File: src/rtl/riscv_xlat_fetch_queue.sv
// rtl/riscv_xlat_fetch_queue.sv - group-aware fetch queue between MIPS-to-RISC-V translator and core
module riscv_xlat_fetch_queue #(
    parameter int DEPTH = 8,
    parameter int CNT_W = $clog2(DEPTH) + 1
) (
    input  logic             clk,
    input  logic             reset,
    input  logic             flush,
    input  logic             in_valid,
    input  logic [31:0]      in_instr,
    input  logic             in_last,
    input  logic             in_illegal,
    output logic             in_ready,
    output logic             out_valid,
    output logic [31:0]      out_instr,
    output logic             out_last,
    output logic             out_illegal,
    input  logic             out_ready,
    output logic [CNT_W-1:0] count,
    output logic [CNT_W-1:0] grp_count,
    output logic             grp_open
);
    localparam int          PTR_W = $clog2(DEPTH);
    localparam logic [31:0] NOP   = 32'h0000_0013;

    logic [31:0]      instr_mem [DEPTH];
    logic             last_mem  [DEPTH];
    logic             ill_mem   [DEPTH];

    logic [PTR_W-1:0] wr_ptr_q, wr_ptr_d;
    logic [PTR_W-1:0] rd_ptr_q, rd_ptr_d;
    logic [CNT_W-1:0] count_q, count_d;
    logic [CNT_W-1:0] grp_q, grp_d;
    logic             open_q, open_d;

    logic empty;
    logic push;
    logic pop;
    logic grp_inc;
    logic grp_dec;

    assign empty     = (count_q == '0);
    assign in_ready  = (count_q != CNT_W'(DEPTH)) & ~reset;
    // Only complete groups count, so the head can never be an orphaned first half.
    assign out_valid = ~empty & (grp_q != '0) & ~reset;
    assign push      = in_valid & in_ready;
    assign pop       = out_valid & out_ready;
    assign grp_inc   = push & in_last;
    assign grp_dec   = pop & last_mem[rd_ptr_q];

    assign out_instr   = (empty | reset) ? NOP  : instr_mem[rd_ptr_q];
    assign out_last    = (empty | reset) ? 1'b0 : last_mem[rd_ptr_q];
    assign out_illegal = (empty | reset) ? 1'b0 : ill_mem[rd_ptr_q];
    assign count       = reset ? '0 : count_q;
    assign grp_count   = reset ? '0 : grp_q;
    assign grp_open    = reset ? 1'b0 : open_q;

    always_comb begin
        wr_ptr_d = wr_ptr_q;
        rd_ptr_d = rd_ptr_q;
        count_d  = count_q;
        grp_d    = grp_q;
        open_d   = open_q;
        if (flush) begin
            wr_ptr_d = '0;
            rd_ptr_d = '0;
            count_d  = '0;
            grp_d    = '0;
            open_d   = 1'b0;
        end else begin
            if (push) begin
                wr_ptr_d = wr_ptr_q + PTR_W'(1);
                open_d   = ~in_last;
            end
            if (pop) begin
                rd_ptr_d = rd_ptr_q + PTR_W'(1);
            end
            count_d = count_q + CNT_W'(push) - CNT_W'(pop);
            case ({grp_inc, grp_dec})
                2'b10:   grp_d = grp_q + CNT_W'(1);
                2'b01:   grp_d = grp_q - CNT_W'(1);
                default: grp_d = grp_q;
            endcase
        end
    end

    always_ff @(posedge clk) begin
        if (reset) begin
            wr_ptr_q <= '0;
            rd_ptr_q <= '0;
            count_q  <= '0;
            grp_q    <= '0;
            open_q   <= 1'b0;
        end else begin
            wr_ptr_q <= wr_ptr_d;
            rd_ptr_q <= rd_ptr_d;
            count_q  <= count_d;
            grp_q    <= grp_d;
            open_q   <= open_d;
        end
    end

    // Entry contents are deliberately left unreset; pointers alone define validity.
    always_ff @(posedge clk) begin
        if (push & ~flush) begin
            instr_mem[wr_ptr_q] <= in_instr;
            last_mem[wr_ptr_q]  <= in_last;
            ill_mem[wr_ptr_q]   <= in_illegal;
        end
    end
endmodule

File: config.mk
export PLATFORM = sky130hd
export DESIGN_NAME = riscv_xlat_fetch_queue
export DESIGN_NICKNAME = d
export VERILOG_FILES = /design/src/rtl/riscv_xlat_fetch_queue.sv
export SDC_FILE = /design/constraint.sdc
export NUM_CORES = 1
export LEC_CHECK = 0
export ABC_AREA = 1
export BUFFER_PORTS_ARGS = -buffer_cell sky130_fd_sc_hd__clkbuf_2
export CAP_MARGIN = 20
export CORE_MARGIN = 2
export CORE_UTILIZATION = 45
export DETAILED_ROUTE_END_ITERATION = 7
export SLEW_MARGIN = 20
export SYNTH_ARGS = -nofsm -noshare
export SYNTH_HDL_FRONTEND = slang
export SYNTH_SLANG_ARGS = --single-unit
File: constraint.sdc
create_clock -name clk -period 5.2 [get_ports clk]
set_clock_uncertainty 0.1 [all_clocks]
set_input_delay 1.56 -clock clk [delete_from_list [all_inputs] [get_ports clk]]
set_output_delay 1.56 -clock clk [all_outputs]
set_load 0.1 [all_outputs]
Word-level counts from Yosys, hierarchy flattened
Memory sizes are Yosys's and may differ from the RTL's. A register that Yosys moved wholly into a read port is not among the register bits.
Index checks and enable logic that the tools add are counted.

storage, ports and cells
  output and inout bits = 45
  logic and storage cells = 49
  bits in writable memories = 272
  memories = 3
  input port bits = 39
  register bits after elaboration = 15

cells by class
  bitwise gates (word level) = 13
  add/sub/neg operators = 6
  reduce and logical (&&, ||, !) cells = 4
  multiplexer cells = 15
  equality and inequality tests = 3

memory list
  name       words  width  read ports  clocked after Yosys merged registers in  write ports  line  RTL
  instr_mem  8      32     1           1                                        1            26    logic [31:0] instr_mem [DEPTH];
  ill_mem    8      1      1           1                                        1            28    logic ill_mem [DEPTH];
  last_mem   8      1      1           1                                        1            27    logic last_mem [DEPTH];

operators by type and width
  cell                                                                   number
  32-bit two-way mux                                                     1
  3-bit two-way mux                                                      6
  1-bit bitwise AND                                                      8
  4-bit two-way mux                                                      2
  4-bit one-hot mux with 2 select lines                                  1
  3-bit by 1-bit adder with 3-bit output, second input constant          2
  1-bit two-way mux                                                      5
  4-bit by 1-bit adder with 4-bit output                                 1
  4-bit by 1-bit adder with 4-bit output, second input constant          1
  4-bit logical NOT                                                      1
  4-bit != test, second input constant                                   1
  1-bit inverter                                                         4
  4-bit nonzero test                                                     1
  4-bit by 1-bit subtractor with 4-bit output                            1
  4-bit by 1-bit subtractor with 4-bit output, second input constant     1
  2-bit by 1-bit equality test with 1-bit output, second input constant  1
  2-bit equality test, second input constant                             1
  2-bit nonzero test                                                     1
  2-bit OR reduction                                                     1
  1-bit OR                                                               1

Logic depth before layout (Yosys ltp)
Gate-level depths: netlist (run 1).

  depth in word-level cells = 8
  mapped depth = 18
  gate-level depth less buffers = 17

Worst setup path after synthesis (run 1)
OpenSTA, ideal clock, no wires.

  kind = input to output
  from = input port reset
  to = output port out_instr[26]
  cell stages on the path = 4
  arrival time = 3.277 ns
  slack = 0.263 ns
  cells stage by stage = a21oi_4 > buf_2 > nand2_1 > nor2_1

on the way
  word-level cells in the longest chain between the ends = 2

ends and longest elaborated chain
  what                line  RTL
  from (decl)         7     input logic reset,
  1-bit OR            51    assign out_instr = (empty | reset) ? NOP : instr_mem[rd_ptr_q];
  32-bit two-way mux  51
  to (decl)           15    output logic [31:0] out_instr,

Every way passes these cells.

Final worst setup path (run 1)
  from = input port reset
  to = output port out_instr[16]

Same word-level chain as after synthesis.

==> metrics.txt, run 1 <==
Max VDD drop=0.241 mV; worst-margin pin slew=0.816 ns; PnR worst setup slack=0.807 ns; cell taking the most area after synthesis=edfxtp_1; final period utilization=84.5%; routability cong.=0.730; met2 routed WL=12,200 um; CTS tree=yes; Clock Sinks=290; Slew headroom=45.6%; Mapped Cells=956; #FFs+latches synth=290; placed cell area=13,000 um2; setup slack after placement=0.787 ns; syn_nets=1,007; fmax=0.228 GHz; DR top layer=met4; slowest CP cell=buf_4; clk slew on worst S/H paths=0.06 ns; Post-synth EDFFs=272; CP Cell Sequence=clkbuf_2, a21oi_4, buf_4, nand2_1, nor2_1, buf_12; Util after Layout=54.3%; CP Launch Type=input pin; post-synthesis cell type count=30; largest cells by area after synthesis=edfxtp_1 70%, nor2_1 7.8%, o21ai_0 5.1%, dfxtp_1 3.1%, nand2_1 2.6%; first-pass GRT wire length=39,100 um; Synth top area share=69.6%; pin count of the biggest net entering global routing=137; post-synthesis sequential area ratio=72.7%; die width=165 um; Synth Cell Area=11,700 um2; # H-tree levels=1; share of layout cells above drive strength 1=15.8%; Slew Viols, Final=0; Async SR Flop Fraction=0%; WP data arrival=2.73 ns; Post-DRT Antenna Nets=0; vias=7,395; Starting DRT DRC Count=569; outcome=finished clean; CP endpoint kind=primary output; synth cell count leaders=272 x edfxtp_1, 243 x nor2_1, 120 x o21ai_0; Die ar.=27,400 um2; Die Y-Extent=165 um; Area Overhead vs Synth=19.7%; final setup violation count=0; most frequently used flop master after synthesis=edfxtp_1; worst path required time=3.54 ns; hold crit path type=reg2reg; # IOs=84; wire length on met3=1130 um; Hold Violations, Final=0; Remaining Overflow, GRT=0; # rows=59; CTS Buf Count=30; vias in the first global route=7,095; # DRC=0; M1 WL=11,400 um; post_cts resized=0; Clock Tree Root=clkbuf_16; Final min period=4.39 ns; Clock Latency Late Sink=0.54 ns; Overall Power=4.85 mW; most frequent cell after synthesis=edfxtp_1; RSZ-0062 raised after global routing=no; CP peak stage delay=0.28 ns; post-route design area=14,000 um2; hold_buf cts=0; Mean Syn Cell Area=12.3 um2; drt pass-1 iters=4; YS warnings=0; wire per inst=18.1 um; starting density of the core=45.4%; Max Cap Viol=0; Post-CTS Setup Inserts=0; leak pwr=4.84 nW; Via density=5.30; setup_tns=0 ns; Max FO, Critical Path=18; CP Class=in2out; post-layout net count=1,087; gr usage total=18.6%; PwrDens=345 nW/um2; initial antenna violation count=1; drt total wl=25,300 um; IO buf count=83; dpl hpwl=14,000 um; CORE AREA=25,800 um2; Max Buffers Root-to-Sink=3
-- kinds of logic after synthesis --
logic type	after synthesis	synth area share (%)
adder cells (fa/ha/maj)	12	1.34
AND/OR/NAND/NOR	355	11.8
AO/OA/AOI/OAI	205	9.96
flip-flops	290	72.7
XOR/XNOR	5	0.373
buffers and inverters	89	3.86
-- stage by stage --
step | hold slack (ns) | instances
2_1_floorplan | 0.344 | 956
3_3_place_gp | 0.382 | 1339
3_5_place_dp | 0.384 | 1339
4_1_cts | 0.393 | 1395
5_1_grt | 0.420 | 1396
6_report | 0.397 | 1396
-- final cells by class --
type                    count  area [um2]
flip-flops and latches    290        8530
clock buffers              40         870
inverters                  33         125
fillers                  2140       11800
repair buffers            104        1150
well taps                 335         419
multi-input cells         577        2810
clock inverters            16         128
diodes                      1        2.50
-- worst max-delay path: cells and delay by family --
kind / cells / cell delay [ns]
AOI/OAI and AO/OA: 1 / 0.18
and+or+nand+nor: 2 / 0.28
buffers and inverters: 3 / 0.69
-- layout by cell type, fill, tap and decap left out, drive strengths merged --
master | netlist | routed
edfxtp | 272 | 272
nor3 | 1 | 1
nand4 | 3 | 3
diode | 0 | 1
o21ai | 126 | 126
a211oi | 2 | 2
nor2 | 243 | 243
clkbuf | 24 | 88
nand3 | 27 | 27
buf | 32 | 56
o22ai | 30 | 30
bufinv | 0 | 2
a21o | 1 | 1
xor2 | 2 | 2
ha | 11 | 11
clkinvlp | 0 | 1
nand2 | 81 | 81
xnor2 | 3 | 3
inv | 33 | 32
dfxtp | 18 | 18
fa | 1 | 1
a21oi | 16 | 16
o211ai | 30 | 30
clkinv | 0 | 14
-- path summary, 6_finish.rpt --
kind              slack [ns]        start       endpoint  cells past startpoint
setup / recovery        0.81        reset  out_instr[16]                      6
hold / removal          0.40  rd_ptr_q[2]      flip-flop                      2
setup reg to reg        2.31    flip-flop       grp_q[2]                     15
hold reg to reg         0.40  rd_ptr_q[2]      flip-flop                      2
-- flip-flops by register name, summed over array words and instances (netlist names), named ones only --
register,cells
last_mem,8
rd_ptr_q,3
grp_q,4
ill_mem,8
wr_ptr_q,3
instr_mem,256
open_q,1
count_q,4
-- routing by layer --
| metal | track usage [%] | vias to the layer above |
|---|---|---|
| met1 | 25.7 | 3614 |
| met4 | 5.29 | 0 |
| met5 | 0 | - |
| li1 | - | 3567 |
| met2 | 30.8 | 172 |
| met3 | 2.62 | 42 |
-- report_power, final --
part	total [mW]	internal, mW	switching [mW]
Sequential	2.57	2.56	0.00384
Clock	2.11	1.26	0.843
Combinational	0.175	0.0491	0.126
(Power assumes the default switching activity.)
==> run 2: changes to the inputs <==
- clock period: 5.2 -> 3.7 ns (I/O delays scaled with it)
==> run 2 against run 1 <==
Net effect:
- die area did not move
- highest routed layer unchanged
- total power rose by 41%
- sequential cell count did not move
- combinational power rose by 43%
- hold slack got worse by 0.012 ns
- largest cell class unchanged
- register-to-register slack got worse by 1.4 ns
==> metrics.txt, run 2 (synthesis results as in run 1) <==
Clock Sinks=290 (unchanged); final period utilization=94.9%; dpl hpwl=13,900 um (was 14,000 um); Max Cap Viol=0 (unchanged); gr usage total=18.5% (was 18.6%); post-route design area=14,200 um2 (was 14,000 um2); slowest CP cell=inv_2 (was buf_4); Overall Power=6.83 mW (was 4.85 mW); Starting DRT DRC Count=560 (was 569); Int Pwr=5.47 mW (was 3.88 mW); flip-flop and latch area=8530 um2 (unchanged); Clock Latency Late Sink=0.54 ns (about the same); # H-tree levels=1 (unchanged); setup_tns=0 ns (unchanged); wire per inst=17.9 um (was 18.1 um); CP endpoint kind=primary output (unchanged); switch share=19.9% (was 20.1%); final setup violation count=0 (unchanged); Logic pwr share=3.7% (was 3.6%); first-pass GRT wire length=39,000 um (was 39,100 um); Hold Violations, Final=0 (unchanged); RSZ-0062 raised after global routing=no (unchanged); CTS tree=yes (unchanged); Clock Power Share=43.5% (was 43.4%); drt pass-1 iters=5 (was 4); drt total wl=25,000 um (was 25,300 um); most common cell after layout, fill and taps aside=edfxtp_1 (unchanged); share of layout cells above drive strength 1=18.8% (was 15.8%); CP Class=reg2out (was in2out); area of the multi-input gates=2890 um2 (was 2810 um2); Final min period=3.51 ns; CP peak stage delay=0.37 ns (was 0.28 ns); CP bufs+invs=3 (unchanged); Max Buffers Root-to-Sink=3 (unchanged); # DRC=0 (unchanged); CTS Buf Count=30 (unchanged); worst-margin pin slew=0.600 ns (was 0.816 ns); die width=165 um (unchanged); NetSw=1.36 mW (was 974 uW); Slew headroom=60.0% (was 45.6%); fmax=0.285 GHz; WP data arrival=2.30 ns (was 2.73 ns); Via density=5.26 (was 5.30); Clock Tree Root=clkbuf_16 (unchanged); vias in the first global route=7,147 (was 7,095); max FFs per register=256 (unchanged); post-layout net count=1,091 (was 1,087); worst path required time=2.49 ns (was 3.54 ns); Post-DRT Antenna Nets=0 (unchanged); post_cts resized=0 (unchanged); hold_buf cts=0 (unchanged); Max FO, Critical Path=25 (was 18); starting density of the core=45.4% (unchanged); leak pwr=4.87 nW (was 4.84 nW); CP Launch Type=flip-flop (was input pin); Slew Viols, Final=0 (unchanged); Flop pwr share=52.8% (was 52.9%); Regs by FF count=instr_mem: 256 flops, ill_mem: 8 flops, last_mem: 8 flops (unchanged); Die ar.=27,400 um2 (unchanged); clk slew on worst S/H paths=0.06 ns (about the same); pin count of the biggest net entering global routing=137 (unchanged); hold crit path type=reg2reg (unchanged); Post-CTS Setup Inserts=0 (unchanged); initial antenna violation count=0 (was 1); FF-to-FF setup slack=0.87 ns (was 2.31 ns); Diodes inserted=0 (was 1); Area Overhead vs Synth=21.0% (was 19.7%); vias=7,358 (was 7,395); CORE AREA=25,800 um2 (unchanged); # IOs=84 (unchanged); placed cell area=13,200 um2 (was 13,000 um2); IO buf count=83 (unchanged); Top reg by flops=instr_mem (unchanged); routability cong.=0.733 (was 0.730); CP Cell Sequence=inv_2, buf_4, o21ai_0, o22ai_1, nor2_1, nor2_2, buf_12 (was clkbuf_2, a21oi_4, buf_4, nand2_1, nor2_1, buf_12); Die Y-Extent=165 um (unchanged); # fillers=2,129 (was 2,140); Max VDD drop=0.319 mV (was 0.241 mV); PwrDens=481 nW/um2 (was 345 nW/um2); commonest non-fill, non-tap cells in the layout=272 x edfxtp_1, 204 x nor2_1, 120 x o21ai_0 (was 272 x edfxtp_1, 235 x nor2_1, 120 x o21ai_0); # rows=59 (unchanged); CP delay by family, top=buffers and inverters (unchanged); Remaining Overflow, GRT=0 (unchanged); outcome=finished clean (unchanged)
[run 2: changes by cell type in the layout (fill, tap and decap cells not counted)]
| cell | delta |
|---|---|
| buf_12 | +5 |
| buf_4 | -1 |
| bufinv_16 | +1 |
| clkbuf_1 | +4 |
| clkbuf_8 | -3 |
| clkinv_1 | -1 |
| clkinv_2 | -1 |
| clkinv_4 | -1 |
| diode_2 | -1 |
| inv_6 | +1 |
| nor2_1 | -31 |
| nor2_2 | +31 |
[run 2: path summary, 6_finish.rpt]
| kind | endpoint | depth (start not counted) | startpoint |
|---|---|---|---|
| worst min register to register | open_q | 2 | open_q |
| worst min-delay path | open_q | 2 | open_q |
| worst max-delay path | out_instr[11] | 7 | flip-flop |
| worst max register to register | grp_q[2] | 15 | flip-flop |
[run 2: layout make-up]
type                            count  area share, %
Sequential cell                   290           60.1
Clock inverter                     15           1.05
Timing Repair Buffer              108           8.74
Inverter                           33          0.881
Clock buffer                       41           5.94
Tap cell                          335           2.95
Multi-Input combinational cell    577           20.4
[run 2: worst reg2reg max path, delay by kind of cell (launching register included)]
family | cells | cell delay, ns
AND/OR/NAND/NOR | 5 | 0.45
XOR/XNOR | 1 | 0.12
AO/OA/AOI/OAI | 3 | 0.59
buffers and inverters | 4 | 0.70
adder cells (fa/ha/maj) | 2 | 0.42
flip-flops | 1 | 0.36
[run 2: routing by layer]
metal / part of all wire, % / vias up / track usage, %
met5: 0 / - / 0
li1: - / 3573 / -
met4: 1.6 / 0 / 3.88
met2: 49 / 166 / 31.5
met3: 4.8 / 37 / 2.25
met1: 45 / 3582 / 25.7
[run 2: stage by stage]
step / hold slack [ns] / cells / utilization, % / worst slack (ns)
floorplan: 0.344 / 956 / - / -0.457
global placement: 0.369 / 1343 / 51.1 / 0.301
detailed placement: 0.378 / 1343 / 51.1 / 0.237
CTS: 0.389 / 1399 / 55.0 / 0.128
global route: 0.416 / 1399 / 55.0 / 0.0304
finish: 0.385 / 1399 / 55.0 / 0.189
[run 2: power groups by stage]
| stage | Combinational [mW] | Sequential (mW) | Clock [mW] |
|---|---|---|---|
| after floorplan | 0.135 | 3.68 | 0 |
| after detailed placement | 0.252 | 3.68 | 0 |
| final | 0.251 | 3.61 | 2.97 |
| after CTS | 0.253 | 3.61 | 3.02 |
| after global routing | 0.270 | 3.61 | 3.16 |
| after global placement | 0.249 | 3.68 | 0 |
==> run 3: changes to the inputs <==
- SETUP_SLACK_MARGIN: unset -> 0.5
==> run 3 against run 2 <==
Net effect:
- clock power fell by 5%
- utilization rose by 5.2 points
- sequential share of layout area fell by 5.2 points
- worst setup slack improved by 0.14 ns
- global-route usage rose by 3.1 points
- register-to-register slack improved by 0.05 ns
- routed wire length rose by 26%
- critical path depth rose by 1
- first-iteration DRC count rose by 26%
- total power fell by 1.5%
- sequential power barely moved
- via count rose by 7.4%
- critical path type unchanged
- critical endpoint is now out_instr[24]
- largest power group unchanged
- highest routed layer unchanged
==> metrics.txt, run 3 (synthesis results as in run 1) <==
outcome=finished clean (unchanged); Regs by FF count=instr_mem: 256 flops, ill_mem: 8 flops, last_mem: 8 flops (unchanged); CP Cell Sequence=buf_6, clkinv_16, clkbuf_16, o21ai_0, o22ai_1, nor2_2, nor2_4, buf_12 (was inv_2, buf_4, o21ai_0, o22ai_1, nor2_1, nor2_2, buf_12); Clock Sinks=290 (unchanged); CP endpoint kind=primary output (unchanged); Final min period=3.37 ns (was 3.51 ns); # rows=59 (unchanged); Max FO, Critical Path=14 (was 25); IO buf count=83 (unchanged); initial antenna violation count=0 (unchanged); # DRC=0 (unchanged); Placed Cells=1,343 (unchanged); hold_buf cts=0 (unchanged); commonest non-fill, non-tap cells in the layout=272 x edfxtp_1, 170 x nor2_1, 87 x o21ai_0 (was 272 x edfxtp_1, 204 x nor2_1, 120 x o21ai_0); Max Buffers Root-to-Sink=3 (unchanged); wire per inst=21.9 um (was 17.9 um); Clock Tree Root=clkbuf_16 (unchanged); drt pass-1 iters=7 (was 5); CP Class=reg2out (unchanged); placed cell area=13,500 um2 (was 13,200 um2); CORE AREA=25,800 um2 (unchanged); # H-tree levels=1 (unchanged); Via density=5.50 (was 5.26); vias in the first global route=7,362 (was 7,147); max FFs per register=256 (unchanged); Int Pwr=5.34 mW (was 5.47 mW); CP Launch Type=flip-flop (unchanged); fin cells=1,438 (was 1,399); # fillers=1,983 (was 2,129); Clock Power Share=41.9% (was 43.5%); # IOs=84 (unchanged); Starting DRT DRC Count=707 (was 560); starting density of the core=45.4% (unchanged); Top reg by flops=instr_mem (unchanged); clk slew on worst S/H paths=0.06 ns (about the same); Slew headroom=64.3% (was 60.0%); Area Overhead vs Synth=32.6% (was 21.0%); routability cong.=0.741 (was 0.733); Post-DRT Antenna Nets=0 (unchanged); die width=165 um (unchanged); Max VDD drop=0.327 mV (was 0.319 mV); dpl hpwl=13,200 um (was 13,900 um); hold crit path type=reg2reg (unchanged); final period utilization=91.1% (was 94.9%); Clock Latency Late Sink=0.54 ns (about the same); Max Cap Viol=0 (unchanged); WP data arrival=2.16 ns (was 2.30 ns); PnR worst setup slack=0.330 ns (was 0.189 ns); first-pass GRT wire length=43,600 um (was 39,000 um); post-layout net count=1,134 (was 1,091); NetSw=1.38 mW (was 1.36 mW); worst path required time=2.49 ns (about the same); worst-margin pin slew=0.538 ns (was 0.600 ns); CP peak stage delay=0.41 ns (was 0.37 ns); post-route design area=15,600 um2 (was 14,200 um2); leak pwr=5.33 nW (was 4.87 nW); Die Y-Extent=165 um (unchanged); share of layout cells above drive strength 1=26.7% (was 18.8%); Remaining Overflow, GRT=0 (unchanged); RSZ-0062 raised after global routing=yes (was no); vias=7,902 (was 7,358); setup_tns=0 ns (unchanged); drt total wl=31,400 um (was 25,000 um); Util after Layout=60.2% (was 55.0%); Diodes inserted=0 (unchanged); switch share=20.5% (was 19.9%); fmax=0.297 GHz (was 0.285 GHz); most common cell after layout, fill and taps aside=edfxtp_1 (unchanged); Slew Viols, Final=0 (unchanged); CTS tree=yes (unchanged); gr usage total=21.6% (was 18.5%); Hold Violations, Final=0 (unchanged); Logic pwr share=4.5% (was 3.7%); Die ar.=27,400 um2 (unchanged); PwrDens=432 nW/um2 (was 481 nW/um2); final setup violation count=0 (unchanged); CTS Buf Count=29 (was 30); slowest CP cell=dfxtp_4 (was inv_2); Flop pwr share=53.6% (was 52.8%); setup slack after placement=0.332 ns (was 0.237 ns); pin count of the biggest net entering global routing=50 (was 137)
[run 3: cell types whose count changed in the layout (fill, tap and decap cells not counted), moves of 6 or more]
cell / change
o21ai_0: -33
buf_12: +8
nand2_1: -6
o21ai_1: +30
clkbuf_16: +12
buf_6: +6
nor2_4: +35
clkbuf_2: -7
nor2_1: -34
buf_16: +17
[run 3: what timing repair did]
action | 4_1_cts | 5_1_grt
setup endpoints to repair | 36 | 43
resized for setup | 57 | 65
cloned | 13 | 14
pin swaps | 22 | 48
buffers inserted | 9 | 8
[run 3: path summary, 6_finish.rpt]
path,startpoint,to,slack (ns),cells after the start
worst min-delay path,rd_ptr_q[1],flip-flop,0.39,2
worst max register to register,flip-flop,grp_q[2],0.92,19
worst max-delay path,flip-flop,out_instr[24],0.33,8
worst min register to register,rd_ptr_q[1],flip-flop,0.39,2
[run 3: power groups by stage]
| stage | sequential [mW] | combinational (mW) | clock (mW) |
|---|---|---|---|
| after global routing | 3.61 | 0.318 | 2.98 |
| after CTS | 3.61 | 0.283 | 2.86 |
| after floorplan | 3.68 | 0.156 | 0 |
| after global placement | 3.68 | 0.266 | 0 |
| final | 3.61 | 0.299 | 2.82 |
| after detailed placement | 3.68 | 0.269 | 0 |
[run 3: layout make-up]
cell class,count,area (um2),area share (%)
clock buffer,42,847,5.45
clock inverter,9,68.8,0.442
inverter,33,161,1.04
multi-input combinational,577,3230,20.8
sequential,290,8540,54.9
tap,335,419,2.69
timing repair buffer,152,2280,14.7
[run 3: stage by stage]
step | total power, mW | hold slack (ns)
final | 6.72 | 0.390
after global routing | 6.90 | 0.423
after CTS | 6.75 | 0.401
after detailed placement | 3.95 | 0.388
after global placement | 3.94 | 0.389
after floorplan | 3.83 | 0.363
[run 3: metal layers]
metal  track usage [%]  part of all wire, %
met2              35.6                   49
met4              5.64                  1.6
met3              2.97                  7.5
met1              30.5                   42
met5                 0                    0
[run 3: critical path, delay by kind of cell (launching register included)]
| family | cells | cell delay [ns] |
|---|---|---|
| buf+inv | 4 | 0.63 |
| flops | 1 | 0.41 |
| compound gates | 2 | 0.32 |
| simple gates | 2 | 0.25 |
